--- config.mk ---
export PLATFORM = sky130hd
export DESIGN_NAME = fir_mac_param
export DESIGN_NICKNAME = d
export VERILOG_FILES = /design/src/rtl/fir_mac_param.sv
export SDC_FILE = /design/constraint.sdc
export NUM_CORES = 2
export LEC_CHECK = 0
export CAP_MARGIN = 20
export CORE_MARGIN = 10
export CORE_UTILIZATION = 59
export DETAILED_ROUTE_END_ITERATION = 16
export PLACE_DENSITY = 0.79
export SLEW_MARGIN = 0
export SYNTH_ARGS = -nofsm -noshare
export SYNTH_HDL_FRONTEND = slang
export SYNTH_SLANG_ARGS = --single-unit
--- constraint.sdc ---
create_clock -name clk -period 7.7 [get_ports clk]
set_input_delay 1.54 -clock clk [delete_from_list [all_inputs] [get_ports clk]]
set_output_delay 1.54 -clock clk [all_outputs]
set_load 0.05 [all_outputs]
--- src/rtl/fir_mac_param.sv ---
// Parametrised FIR multiply-accumulate. Operands are shifted in over one bus, and each accepted start yields one saturated result.
// Build option: define FIR_ROUND_EN to round half up before the output shift (default: truncate).
module fir_mac_param #(
   parameter int DATA_W    = 16,
   parameter int TAPS      = 16,
   parameter int LANES     = 4,
   parameter int OUT_SHIFT = 0,
   localparam int ACC_W    = 2*DATA_W + $clog2(TAPS)
) (
   input  logic              clk,
   input  logic              rstb,
   input  logic              wind,
   input  logic              load,
   input  logic [DATA_W-1:0] data,
   input  logic              signed_mode,
   input  logic              start,
   output logic              ready,
   output logic              out_valid,
   output logic [DATA_W-1:0] out,
   output logic [ACC_W-1:0]  out_full,
   output logic              sat_flag
);

   localparam int BEATS  = TAPS / LANES;
   localparam int BEAT_W = (BEATS > 1) ? $clog2(BEATS) : 1;
   localparam int TAP_W  = (TAPS > 1) ? $clog2(TAPS) : 1;
   localparam int PROD_W = 2*DATA_W;

   typedef enum logic [1:0] {IDLE, MAC, DRAIN, DONE} state_t;

   state_t              state_reg, state_next;
   logic [BEAT_W-1:0]   beat_reg, beat_next;
   logic                drain_reg, drain_next;
   logic                ready_c, mac_c, done_c, accept;

   logic                mode_reg;
   logic [DATA_W-1:0]   d_reg [TAPS];
   logic [DATA_W-1:0]   w_reg [TAPS];
   logic [DATA_W-1:0]   d_src [TAPS];
   logic [DATA_W-1:0]   w_src [TAPS];

   logic [PROD_W-1:0]   prod_c   [LANES];
   logic [PROD_W-1:0]   prod_reg [LANES];
   logic                s1_vld_reg, s2_vld_reg;
   logic [ACC_W-1:0]    sum_c, sum_reg, acc_reg;

   logic [ACC_W:0]      acc_x, acc_r, shifted;
   logic                fits_c, sat_c;
   logic [DATA_W-1:0]   out_c;

   logic                out_valid_reg, sat_reg;
   logic [DATA_W-1:0]   out_reg;
   logic [ACC_W-1:0]    out_full_reg;

   // ---------------- FSM ----------------
   always_ff @(negedge clk) begin
      if (rstb) begin
         state_reg <= IDLE;
         beat_reg  <= '0;
         drain_reg <= 1'b0;
      end else begin
         state_reg <= state_next;
         beat_reg  <= beat_next;
         drain_reg <= drain_next;
      end
   end

   always_comb begin
      state_next = state_reg;
      beat_next  = beat_reg;
      drain_next = drain_reg;
      case (state_reg)
         IDLE: begin
            if (start) begin
               state_next = MAC;
               beat_next  = '0;
            end
         end
         MAC: begin
            if (beat_reg == BEAT_W'(BEATS-1)) begin
               beat_next  = '0;
               drain_next = 1'b0;
               state_next = DRAIN;
            end else begin
               beat_next = beat_reg + BEAT_W'(1);
            end
         end
         DRAIN: begin
            drain_next = ~drain_reg;
            if (drain_reg) state_next = DONE;
         end
         DONE: begin
            if (start) begin
               state_next = MAC;
               beat_next  = '0;
            end else begin
               state_next = IDLE;
            end
         end
         default: state_next = IDLE;
      endcase
   end

   always_comb begin
      ready_c = (state_reg == IDLE) || (state_reg == DONE);
      mac_c   = (state_reg == MAC);
      done_c  = (state_reg == DONE);
      accept  = start && ready_c;
   end

   // ---------------- operand chains ----------------
   always_ff @(negedge clk) begin
      if (rstb) mode_reg <= 1'b0;
      else if (accept) mode_reg <= signed_mode;
   end

   generate
      for (genvar gi = 0; gi < TAPS; gi++) begin : tap_g
         if (gi == 0) begin : head_g
            assign d_src[gi] = data;
            assign w_src[gi] = data;
         end else begin : link_g
            assign d_src[gi] = d_reg[gi-1];
            assign w_src[gi] = w_reg[gi-1];
         end

         // Shifts are only honoured while ready, so operands stay frozen during MAC/DRAIN.
         always_ff @(negedge clk) begin
            if (rstb) begin
               d_reg[gi] <= '0;
               w_reg[gi] <= '0;
            end else begin
               if (ready_c && load) d_reg[gi] <= d_src[gi];
               if (ready_c && wind) w_reg[gi] <= w_src[gi];
            end
         end
      end
   endgenerate

   // ---------------- stage 1: lane products ----------------
   generate
      for (genvar gi = 0; gi < LANES; gi++) begin : lane_g
         logic [TAP_W-1:0]  idx;
         logic [PROD_W-1:0] a_ext, b_ext;

         assign idx   = TAP_W'(int'(beat_reg) * LANES + gi);
         assign a_ext = {{DATA_W{mode_reg & d_reg[idx][DATA_W-1]}}, d_reg[idx]};
         assign b_ext = {{DATA_W{mode_reg & w_reg[idx][DATA_W-1]}}, w_reg[idx]};
         // Low 2*DATA_W bits of the extended product are exact in either mode.
         assign prod_c[gi] = a_ext * b_ext;

         always_ff @(negedge clk) begin
            if (rstb) prod_reg[gi] <= '0;
            else if (mac_c) prod_reg[gi] <= prod_c[gi];
         end
      end
   endgenerate

   // ---------------- stage 2: lane sum, stage 3: accumulate ----------------
   always_comb begin
      sum_c = '0;
      for (int i = 0; i < LANES; i++) begin
         sum_c = sum_c + {{(ACC_W-PROD_W){mode_reg & prod_reg[i][PROD_W-1]}}, prod_reg[i]};
      end
   end

   always_ff @(negedge clk) begin
      if (rstb) begin
         s1_vld_reg <= 1'b0;
         s2_vld_reg <= 1'b0;
         sum_reg    <= '0;
         acc_reg    <= '0;
      end else begin
         s1_vld_reg <= mac_c;
         s2_vld_reg <= s1_vld_reg;
         if (s1_vld_reg) sum_reg <= sum_c;
         if (accept) acc_reg <= '0;
         else if (s2_vld_reg) acc_reg <= acc_reg + sum_reg;
      end
   end

   // ---------------- output scaling and saturation ----------------
`ifdef FIR_ROUND_EN
   localparam logic [ACC_W:0] RND =
      (OUT_SHIFT > 0) ? ((ACC_W+1)'(1) << ((OUT_SHIFT > 0) ? OUT_SHIFT-1 : 0)) : '0;
`endif

   always_comb begin
      acc_x = {mode_reg & acc_reg[ACC_W-1], acc_reg};
`ifdef FIR_ROUND_EN
      acc_r = acc_x + RND;
`else
      acc_r = acc_x;
`endif
      if (mode_reg) begin
         shifted = $signed(acc_r) >>> OUT_SHIFT;
         fits_c  = (&shifted[ACC_W:DATA_W-1]) | ~(|shifted[ACC_W:DATA_W-1]);
      end else begin
         shifted = acc_r >> OUT_SHIFT;
         fits_c  = ~(|shifted[ACC_W:DATA_W]);
      end
      sat_c = ~fits_c;
      if (fits_c)        out_c = shifted[DATA_W-1:0];
      else if (!mode_reg) out_c = '1;
      else if (shifted[ACC_W]) out_c = {1'b1, {(DATA_W-1){1'b0}}};
      else               out_c = {1'b0, {(DATA_W-1){1'b1}}};
   end

   // Results are captured while leaving DONE, so a back-to-back clear of acc_reg at the same edge is harmless.
   always_ff @(negedge clk) begin
      if (rstb) begin
         out_valid_reg <= 1'b0;
         out_reg       <= '0;
         out_full_reg  <= '0;
         sat_reg       <= 1'b0;
      end else begin
         out_valid_reg <= done_c;
         if (done_c) begin
            out_reg      <= out_c;
            out_full_reg <= acc_reg;
            sat_reg      <= sat_c;
         end
      end
   end

   assign ready     = ready_c;
   assign out_valid = out_valid_reg;
   assign out       = out_reg;
   assign out_full  = out_full_reg;
   assign sat_flag  = sat_reg;

endmodule

==> results.toml <==
[clock_network]
clockBufferDepth = 3
cts_root_buffer = "clkbuf_16"
cts_tree = "yes"
htreeDepth = 3
ctsHoldBuffers = 0
clk_pin_slew_ps = 60
cts_made_buffers = 84
worst_skew_pair.late_latency_ps = 740
cts.sinks = 776

[sta]
rsz0062_at_grt = "true"
max_freq_mhz = 131
skew_ps = 63.9
finalSetupViolCount = 0
hold_violations = 0
drv_slew = 0
timing.final.ws_setup_ps = 84.6
fin_crit_ps = 7620
tightest_slew_ps = 984
slew_headroom = 0.342
fin_crit_sh = 0.989

[die]
ioPinCount = 77
chipHeight_um = 383
die_width_um = 383
core_area_um2 = 130000
die_area_um2 = 146000
start_util = 0.597
rows = 132

[layout]
fill_cells = 9266
layout-drive-gt1-share = 0.0726
regArea_um2 = 22000
area_growth_pct = 13.7
layout.nets = 9837
final_area_um2 = 88200
multi_input_area_um2 = 49800

[grt]
grt_pass1_wl_um = 333000
grt_overflow = 0
antenna_found_initial = 9
grt_use_total = 0.294
grt_max_degree = 83
grt_pass1_vias = 59900

[setup_path]
critical_path.endpoint_type = "flip-flop"
worst_path_max_delay_cell = "a2111oi_0"
r2r_slack_ps = 80
critPathMaxFanout = 12
cp_common_cell = "fa_1"
critPathRequiredTime_ps = 12030
reg2reg_from = "beat_reg[0]"
slowest_delay_ps = 740
critPathLaunchType = "flip-flop"
crit_chain = "buf_16 > mux4_2 > and2_1 > fa_1 > inv_1 > fa_1 > fa_1 > inv_1 > fa_1 > fa_1 > inv_1 > fa_1 > inv_1 > ha_1 > a2111oi_0 > a211o_1 > a21oi_1 > o211ai_1 > a21boi_0 > o22ai_1 > mux2i_1"
crit_start = "beat_reg[0]"
path_class = "flip-flop to flip-flop"
cp_data_arrival_time_ps = 11950

[drt]
m1WireLength_um = 83100
vias = 56200
wl_per_cell_um = 21.5
drt-total-wl_um = 216000
drcViolationCount = 0
viasPerCell = 5.61
dr.pass1.iters = 8
highest_layer = "met5"
wl_met3_um = 22200
wl_met2_um = 99400
drtIter0Drc = 5244
drtAntennaViolNets = 0

[synthesis]
synth_ff_type = "edfxtp_1"
synth_largest_area_cell = "fa_1"
postSynthAreaPerCell_um2 = 10.6
synth-seq-cells = 776
syn-cell-area_um2 = 77600
yosys_warnings = 0
ys_types = 84
async_flop_share = 0
syn_inst = 7291
yosysSeqAreaShare = 0.283
synth_edf_count = 640
synth_top_cells_by_area = "fa_1 31%, edfxtp_1 25%, and2_1 6.9%, ha_1 6.5%, inv_1 6.4%"
synth_nets = 8913
synth_top_area_frac = 0.309

[job]
maxCapViolations = 0

[placed_design]
gp_congestion = 0.953
place_hpwl_um = 166000
portBuffers = 76
placed_cell_area_um2 = 81600
place_ws_ps = -74.6

[worst_hold_path]
hp-start = "sum_reg[5]"
hold_class = "flip-flop to flip-flop"

[outcome]
status = "finished clean"
==> per-layer routing <==
metal | vias up | GRT usage
met3 | 528 | 0.0861
li1 | 24800 | -
met5 | - | 0
met4 | 2 | 0.153
met1 | 28100 | 0.375
met2 | 2797 | 0.456
==> per-stage QoR <==
step / hold WS [ps] / setup TNS [ps] / cells / util
after floorplan: 442 / -10340 / 7291 / -
after global placement: 454 / 0 / 9054 / 0.628
after detailed placement: 462 / -107 / 9054 / 0.628
after CTS: 467 / 0 / 9980 / 0.674
after global routing: 483 / -391 / 10000 / 0.678
final: 468 / 0 / 10000 / 0.678
==> synthesized netlist by cell type (40+ instances only) <==
| library cell | instances |
|---|---|
| mux4_2 | 90 |
| nor3_1 | 50 |
| edfxtp_1 | 640 |
| nand3_1 | 40 |
| fa_1 | 1196 |
| and2_1 | 854 |
| ha_1 | 404 |
| o21a_1 | 64 |
| nor2_1 | 489 |
| o21ai_0 | 56 |
| clkbuf_1 | 230 |
| o21ai_1 | 41 |
| xor2_1 | 70 |
| a21oi_1 | 158 |
| a21o_1 | 89 |
| mux2i_1 | 129 |
| nor2b_1 | 41 |
| nand2_1 | 675 |
| inv_1 | 1322 |
| xnor2_1 | 119 |
| dfxtp_1 | 136 |
==> placed cells by master (no fill, tap or decap), drive strengths merged, types with 100 or more instances in the layout <==
master,count
nand2,675
xnor2,119
dfxtp,136
mux2i,129
a21oi,160
and2,854
buf,271
o21ai,100
ha,404
inv,2129
nor2,489
fa,1196
edfxtp,640
==> worst max-delay path, delay by kind of cell, from the launching register on <==
| kind | cells | cell delay, ps |
|---|---|---|
| DFF | 1 | 460 |
| adders and majority gates | 7 | 3370 |
| AOI/OAI and AO/OA | 6 | 1820 |
| muxes | 2 | 1050 |
| buffers and inverters | 5 | 390 |
| and+or+nand+nor | 1 | 250 |
==> worst paths after layout <==
path,cells past startpoint,to
setup / recovery,21,prod_reg[3][30]
hold / removal,2,sum_reg[5]
setup reg to reg,21,prod_reg[3][30]
hold reg to reg,2,sum_reg[5]
==> logic make-up after synthesis <==
logic type      after synthesis  share of synthesized area
compound gates              561                     0.0481
fa+ha+maj                  1600                      0.374
buf+inv                    1607                     0.0782
mux                         257                     0.0483
flops                       776                      0.283
xor+xnor                    189                     0.0213
simple gates               2301                      0.147
==> layout make-up <==
cell class / count / area share
Antenna cell: 1 / 0.0000284
Clock inverter: 840 / 0.0432
Multi-Input combinational cell: 4909 / 0.564
Clock buffer: 84 / 0.0238
Sequential cell: 776 / 0.249
Tap cell: 1742 / 0.0247
Inverter: 1322 / 0.0563
Timing Repair Buffer: 346 / 0.0386
==> what timing repair did <==
action                     in CTS  in global routing
pin swaps                       0                  2
cloned                          0                  2
setup endpoints to repair       3                 21
hold endpoints to repair        0                  0
setup buffers                   3                 37
gates resized for setup         6                 29
Power is not shown: default switching activity piles up to over one toggle a cycle in this logic, so the estimate is an artifact.
